[config.mk]
export PLATFORM = sky130hd
export DESIGN_NAME = avalon_gpio_irq
export DESIGN_NICKNAME = d
export VERILOG_FILES = /design/src/rtl/avalon_gpio_irq.sv
export SDC_FILE = /design/constraint.sdc
export NUM_CORES = 1
export LEC_CHECK = 0
export CORE_ASPECT_RATIO = 0.8
export CORE_UTILIZATION = 45
export DETAILED_ROUTE_END_ITERATION = 7
export PLACE_DENSITY = 0.71
export SLEW_MARGIN = 0
export SYNTH_ARGS = -nofsm -noshare
export SYNTH_HDL_FRONTEND = slang
export SYNTH_SLANG_ARGS = --single-unit
[constraint.sdc]
create_clock -name csi_clk -period 1.9 [get_ports csi_clk]
set_clock_uncertainty 0.2 [all_clocks]
set_input_delay 0.38 -clock csi_clk [delete_from_list [all_inputs] [get_ports csi_clk]]
set_output_delay 0.38 -clock csi_clk [all_outputs]
set_load 0.01 [all_outputs]
[src/rtl/avalon_gpio_irq.sv]
`default_nettype none
// ============================================================================
// Module   : avalon_gpio_irq
// Brief    : Avalon-MM GPIO with debounced inputs, set/clear outputs and
//            per-channel edge interrupts.
// Revision : 1.0 - initial release
// ============================================================================
module avalon_gpio_irq #(
  parameter int N_IN       = 4,
  parameter int N_OUT      = 10,
  parameter int DEB_CYCLES = 50000,
  parameter int DEB_W      = 16
) (
  input  logic              csi_clk,
  input  logic              rsi_reset_n,
  input  logic [2:0]        avs_s0_address,
  input  logic              avs_s0_write,
  input  logic              avs_s0_read,
  input  logic [31:0]       avs_s0_writedata,
  output logic [31:0]       avs_s0_readdata,
  output logic              avm_s0_irq,
  input  logic [N_IN-1:0]   gpio_in,
  output logic [N_OUT-1:0]  gpio_out
);

  localparam logic [2:0] c_addr_out     = 3'd0;
  localparam logic [2:0] c_addr_set     = 3'd1;
  localparam logic [2:0] c_addr_clr     = 3'd2;
  localparam logic [2:0] c_addr_in      = 3'd3;
  localparam logic [2:0] c_addr_raw     = 3'd4;
  localparam logic [2:0] c_addr_irq_en  = 3'd5;
  localparam logic [2:0] c_addr_pend    = 3'd6;
  localparam logic [2:0] c_addr_edge    = 3'd7;

  localparam logic [DEB_W-1:0] c_deb_max = DEB_W'(DEB_CYCLES - 1);
  localparam logic [DEB_W-1:0] c_cnt_one = DEB_W'(1);

  logic [N_IN-1:0]  r_sync1;
  logic [N_IN-1:0]  r_sync2;
  logic [N_IN-1:0]  w_deb;
  logic [N_IN-1:0]  r_deb_d;
  logic [N_IN-1:0]  r_irq_en;
  logic [N_IN-1:0]  r_pend;
  logic [N_IN-1:0]  r_rise_en;
  logic [N_IN-1:0]  r_fall_en;
  logic [N_IN-1:0]  w_evt;
  logic [N_IN-1:0]  w_clr;
  logic [N_OUT-1:0] r_out;
  logic [31:0]      r_rdata;
  logic [31:0]      w_rd_val;
  logic             w_unused;

  // Upper write-data bits beyond each register's width are intentionally dropped.
  assign w_unused = ^avs_s0_writedata;

  always_ff @(posedge csi_clk or negedge rsi_reset_n) begin
    if (!rsi_reset_n) begin
      r_sync1 <= '0;
      r_sync2 <= '0;
    end else begin
      r_sync1 <= gpio_in;
      r_sync2 <= r_sync1;
    end
  end

  generate
    for (genvar g = 0; g < N_IN; g++) begin : g_deb
      logic [DEB_W-1:0] r_cnt;
      logic             r_state;

      always_ff @(posedge csi_clk or negedge rsi_reset_n) begin
        if (!rsi_reset_n) begin
          r_cnt   <= '0;
          r_state <= 1'b0;
        end else if (r_sync2[g] == r_state) begin
          r_cnt <= '0;
        end else if (r_cnt == c_deb_max) begin
          r_cnt   <= '0;
          r_state <= r_sync2[g];
        end else begin
          r_cnt <= r_cnt + c_cnt_one;
        end
      end

      assign w_deb[g] = r_state;
    end
  endgenerate

  always_comb begin
    w_evt = (w_deb & ~r_deb_d & r_rise_en) | (~w_deb & r_deb_d & r_fall_en);
    w_clr = '0;
    if (avs_s0_write && (avs_s0_address == c_addr_pend))
      w_clr = avs_s0_writedata[N_IN-1:0];
  end

  always_comb begin
    w_rd_val = '0;
    case (avs_s0_address)
      c_addr_out:    w_rd_val[N_OUT-1:0] = r_out;
      c_addr_in:     w_rd_val[N_IN-1:0]  = w_deb;
      c_addr_raw:    w_rd_val[N_IN-1:0]  = r_sync2;
      c_addr_irq_en: w_rd_val[N_IN-1:0]  = r_irq_en;
      c_addr_pend:   w_rd_val[N_IN-1:0]  = r_pend;
      c_addr_edge: begin
        w_rd_val[N_IN-1:0]     = r_rise_en;
        w_rd_val[16+N_IN-1:16] = r_fall_en;
      end
      default:       w_rd_val = '0;
    endcase
  end

  always_ff @(posedge csi_clk or negedge rsi_reset_n) begin
    if (!rsi_reset_n) begin
      r_deb_d   <= '0;
      r_pend    <= '0;
      r_out     <= '0;
      r_irq_en  <= '0;
      r_rise_en <= '0;
      r_fall_en <= '0;
      r_rdata   <= '0;
    end else begin
      r_deb_d <= w_deb;
      // A new event outranks a simultaneous write-1-to-clear.
      r_pend  <= (r_pend & ~w_clr) | w_evt;
      if (avs_s0_write) begin
        case (avs_s0_address)
          c_addr_out:    r_out    <= avs_s0_writedata[N_OUT-1:0];
          c_addr_set:    r_out    <= r_out | avs_s0_writedata[N_OUT-1:0];
          c_addr_clr:    r_out    <= r_out & ~avs_s0_writedata[N_OUT-1:0];
          c_addr_irq_en: r_irq_en <= avs_s0_writedata[N_IN-1:0];
          c_addr_edge: begin
            r_rise_en <= avs_s0_writedata[N_IN-1:0];
            r_fall_en <= avs_s0_writedata[16+N_IN-1:16];
          end
          default: ;
        endcase
      end
      r_rdata <= avs_s0_read ? w_rd_val : 32'd0;
    end
  end

  assign avs_s0_readdata = r_rdata;
  assign avm_s0_irq      = |(r_pend & r_irq_en);
  assign gpio_out        = r_out;

endmodule
`default_nettype wire

# [Word-level counts from Yosys, hierarchy flattened]
# Cells that the tools add are included.
[classes] mux=14 n_bitwise=18 n_eq_ne=15 add_sub_neg=4 reduce_logical=11
[ops] operator="2-to-1 mux 16 bit" count=8
[ops] operator="adder 16 x 1 -> 16 bit (second input constant)" count=4
[ops] operator="== test 16 bit (second input constant)" count=4
[ops] operator="case mux 10 bit (3 select lines)" count=1
[ops] operator="AND 4 bit" count=6
[ops] operator="case mux 4 bit (6 select lines)" count=1
[ops] operator="2-to-1 mux 20 bit" count=1
[ops] operator="AND reduction 2 bit" count=7
[ops] operator="== test 3 bit (second input constant)" count=4
[ops] operator="inverter 4 bit" count=3
[ops] operator="AND 10 bit" count=1
[ops] operator="inverter 10 bit" count=1
[ops] operator="OR 10 bit" count=1
[ops] operator="2-to-1 mux 4 bit" count=2
[ops] operator="OR 4 bit" count=2
[ops] operator="== test 3 x 2 -> 1 bit (second input constant)" count=2
[ops] operator="2-to-1 mux 6 bit" count=1
[ops] operator="== test 1 bit" count=4
[ops] operator="inverter 1 bit" count=4
[ops] operator="OR reduction 4 bit" count=1
[ops] operator="== test 3 x 1 -> 1 bit (second input constant)" count=1
[ops] operator="zero test 3 bit" count=1
[ops] operator="nonzero test 3 bit" count=1
[ops] operator="logical AND 1 bit" count=1
[totals] output_inout_bits=43 ff_bits=126

# [Logic depth before layout (Yosys ltp)]
[logic_depth] depth_word=6 ltp_mapped=6 depth_no_buf=5

# [Least setup slack after synthesis]
# Ideal clock, no wire load.
[synth_timing] path_kind="reg-to-reg" startpoint="reg g_deb[2].r_cnt[12]" endpoint="reg g_deb[2].r_cnt[10]" required_ns=1.579 slack_ns=0.009 stages_incl_launch_ff=6 arrival_ns=1.569 setup_time_ns=0.121 synth_period_minus_slack_ns=1.891 cell_sequence="dfrtp_1 -> nor4_1 -> nand3b_1 -> o41ai_4 -> buf_2 -> nor2_1"
[synth_between] elab_chain_cells=3
[synth_rtl] item="start, declared" line_no="68" source="logic [DEB_W-1:0] r_cnt;"
[synth_rtl] item="start signal, assigned" line_no="81" source="r_cnt <= r_cnt + c_cnt_one;"
[synth_rtl] item="== test 16 bit" line_no="77" source="end else if (r_cnt == c_deb_max) begin"
[synth_rtl] item="2-to-1 mux 16 bit" line_no="77"
[synth_rtl] item="2-to-1 mux 16 bit" line_no="75" source="end else if (r_sync2[g] == r_state) begin"
# Every way passes these cells.
# A chain may end at the register's enable or synchronous reset.

# [Worst setup path after layout]
[layout_timing] startpoint="reg g_deb[2].r_cnt[4]" endpoint="reg g_deb[2].r_state"
[layout_between] elab_chain_cells=2
[layout_rtl] item="== test 16 bit" line_no="77"
[layout_rtl] item="AND reduction 2 bit (no source line)"
[layout_rtl] item="end signal, assigned" line_no="79" source="r_state <= r_sync2[g];"
[layout_rtl] item="end, declared" line_no="69" source="logic r_state;"
# Every way passes these cells.

==> impl_metrics.json <==
{
  "avgSynthCellArea_um2": 10.89,
  "final_cell_mix": "dfrtp_1 (116), buf_4 (48), xnor2_1 (47)",
  "htree_levels": 4,
  "drv_cap": 0,
  "final_common_cell": "dfrtp_1",
  "cts.clk_slew.worst_paths_ps": 50,
  "yosys.area.top_type": "dfrtp_1",
  "initial_core_util_pct": 46.93,
  "maxSlewViolCount": 0,
  "drive_gt1_share_pct": 26.38,
  "dp_slack_ps": -297.9,
  "reg2reg_slack_ps": -50,
  "r2r_start": "g_deb[2].r_cnt[4]$_DFF_PN0_",
  "yosys.cell_types.count": 41,
  "critical_path.endpoint_type": "flop",
  "vdd_drop_max_uv": 593.6,
  "routed_wl_um": 12100,
  "ys_ff_latch": 120,
  "cp_top_family": "simple AND/OR/NAND/NOR gates",
  "power.density_nw_per_um2": 923.5,
  "row_count": 35,
  "die_area_um2": 12640,
  "vias": 4139,
  "path_max_fanout": 2,
  "netlist_area_um2": 5488,
  "drc": 5,
  "postRouteAntennaNets": 0,
  "critPathMaxStageDelay_ps": 410,
  "finalCriticalPeriod_ps": 1951,
  "drtPass1Iterations": 7,
  "place_inst": 739,
  "hold_violations": 0,
  "fmax_ghz": 0.5126,
  "ys_seq_area_share_pct": 54.72,
  "cts.sinks": 120,
  "die_y_um": 100.8,
  "fin_ws_ps": -50.69,
  "grt_pass1_vias": 4007,
  "dp_hpwl_um": 7821,
  "cp_slowest_cell": "dfrtp_1",
  "ys_warn_count": 0,
  "startpoint_type": "flop",
  "wire_per_inst_um": 15.50,
  "numCtsBuffers": 17,
  "rsz0062_at_grt": "true",
  "grt_pass1_wl_um": 19590,
  "core_area_um2": 11690,
  "worst_slew_margin_rel_pct": 51.38,
  "critPathRequiredTime_ps": 1980,
  "synthTopCellsByArea": "dfrtp_1 (55%), xnor2_1 (7.5%), nor2_1 (5.1%), mux2_2 (3.3%), buf_4 (2.6%)",
  "antenna_cells": 0,
  "cts_max_path_buffers": 2,
  "gp_congestion": 0.8916,
  "syn_inst": 504,
  "antenna_found_initial": 0,
  "crit_type": "reg2reg",
  "p_leak_nw": 3.196,
  "io_buffers": 49,
  "worstMarginPinSlew_ps": 726.7,
  "yosysTopAreaCellShare_pct": 54.72,
  "grt_max_degree": 33,
  "arrival_ps": 2030,
  "period_share_pct": 102.7,
  "grt_use_total_pct": 20.07,
  "final_cell_count_no_fill": 781,
  "hp-class": "reg2reg",
  "r2r-end": "g_deb[2].r_state$_DFFE_PN0P_",
  "status": "complete, but fails checks",
  "cp_cell_sequence": "nor4_4 -> nand3b_1 -> buf_4 -> nor4_2 -> mux2_2",
  "grt_remaining_overflow": 0,
  "tritoncts": "built",
  "min_from": "r_sync1[1]$_DFF_PN0_",
  "path_buf_inv": 1,
  "place_area_um2": 6457,
  "drt_iter0_markers": 285,
  "clockRootBuffer": "clkbuf_16",
  "ios": 86,
  "die_x_um": 125.5,
  "setup_viol": 14,
  "violations": "design-rule violations, negative setup slack",
  "whs_endpoint": "r_sync2[1]$_DFF_PN0_",
  "vias_per_cell": 5.300,
  "final_cell_area_um2": 7441,
  "nets": 668,
  "clk-insertion-delay-late_ps": 400,
  "hold_depth": 0,
  "synthToLayoutAreaGrowth_pct": 35.59,
  "r2r_cells": 5
}
[Yosys cell counts]
cell	instances
conb_1	1
a22oi_1	6
and3_1	3
o41ai_4	2
mux2_2	16
nand4_1	16
or3_4	1
nand3b_1	2
xnor2_1	47
o21ai_0	15
nand3_1	20
a21o_1	4
and2_1	15
clkbuf_1	4
a21oi_1	3
o31ai_2	1
nand2_1	32
and4_1	1
a22o_1	10
ha_1	4
or3_2	1
and4bb_2	1
nor4bb_1	1
nand3_2	2
mux4_2	4
nor3_1	16
or2_2	2
nor4b_1	3
nand2b_1	1
o22ai_1	4
buf_2	4
inv_1	14
or3_1	1
buf_4	19
and4b_1	1
dfrtp_1	120
or4_1	2
nor2_1	74
o31ai_1	2
nor4_1	19
xor2_1	10
[what timing repair did]
item,CTS,global route
cloned,1,2
pin swaps,2,32
hold buffers,1,0
endpoints found under the setup margin,32,54
endpoints found under the hold margin,120,0
setup buffers,0,7
gates resized for setup,20,69
[sequential cells by signal, summed over array words and instances, names as in the netlist]
signal           flops
g_deb.r_state        4
r_pend               4
avs_s0_readdata     14
r_deb_d              4
r_rise_en            4
r_irq_en             4
g_deb.r_cnt         64
r_fall_en            4
r_sync1              4
r_sync2              4
gpio_out            10
[power breakdown]
part           internal (W)  switching (W)
combinational      0.000285       0.000260
sequential          0.00270       0.000113
clock               0.00242        0.00109
total               0.00541        0.00147
[final cells by class]
cell class,instances,area [um^2]
multi-input cells,360,2541
inverters,14,52.55
clock buffers,20,466.7
fillers,858,4252
flip-flops and latches,120,3008
clock inverters,11,193.9
repair buffers,108,993.5
well taps,148,185.2
[through the flow]
step	hold WS [ps]	setup TNS (ps)	util (%)	power [W]
CTS	148.9	-31.75	61.07	0.006897
floorplan	-115.6	0	-	0.003089
global route	155.1	-3441	63.64	0.007117
finish	148.1	-315.4	63.64	0.006872
global placement	63.24	-7491	55.23	0.003369
detailed placement	65.85	-8496	55.23	0.003388
[per-layer routing]
metal  vias to the layer above  GRT usage [%]  wire length (um)
met5                         -              0                 0
met4                         0          5.816                95
met3                         8          5.786               529
met2                       103          32.78              5993
met1                      2060          26.21              5484
li1                       1968              -                 -
[worst max path at each step]
stage,from,to,slack [ps],cells past startpoint
2_1_floorplan,g_deb[2].r_cnt[12]$_DFF_PN0_,g_deb[2].r_cnt[10]$_DFF_PN0_,9,5
3_3_place_gp,avs_s0_address[1],gpio_out[7]$_DFFE_PN0P_,-240,5
3_5_place_dp,avs_s0_address[1],gpio_out[4]$_DFFE_PN0P_,-300,5
4_1_cts,r_irq_en[3]$_DFFE_PN0P_,avm_s0_irq,-30,3
5_1_grt,g_deb[1].r_cnt[7]$_DFF_PN0_,g_deb[1].r_cnt[9]$_DFF_PN0_,-100,5
6_report,g_deb[2].r_cnt[4]$_DFF_PN0_,g_deb[2].r_state$_DFFE_PN0P_,-50,5
[cells by family (layout without fill, tap and decap cells)]
kind of cell	Yosys count	count (layout)	share of synthesized area [%]
buf+inv	41	153	4.195
flops	120	120	54.72
simple gates	214	214	19.52
fa+ha+maj	4	4	0.9120
compound gates	47	47	6.566
xor+xnor	57	57	9.097
other cells	1	18	0.06833
mux	20	20	4.925
(Power assumes the default switching activity.)
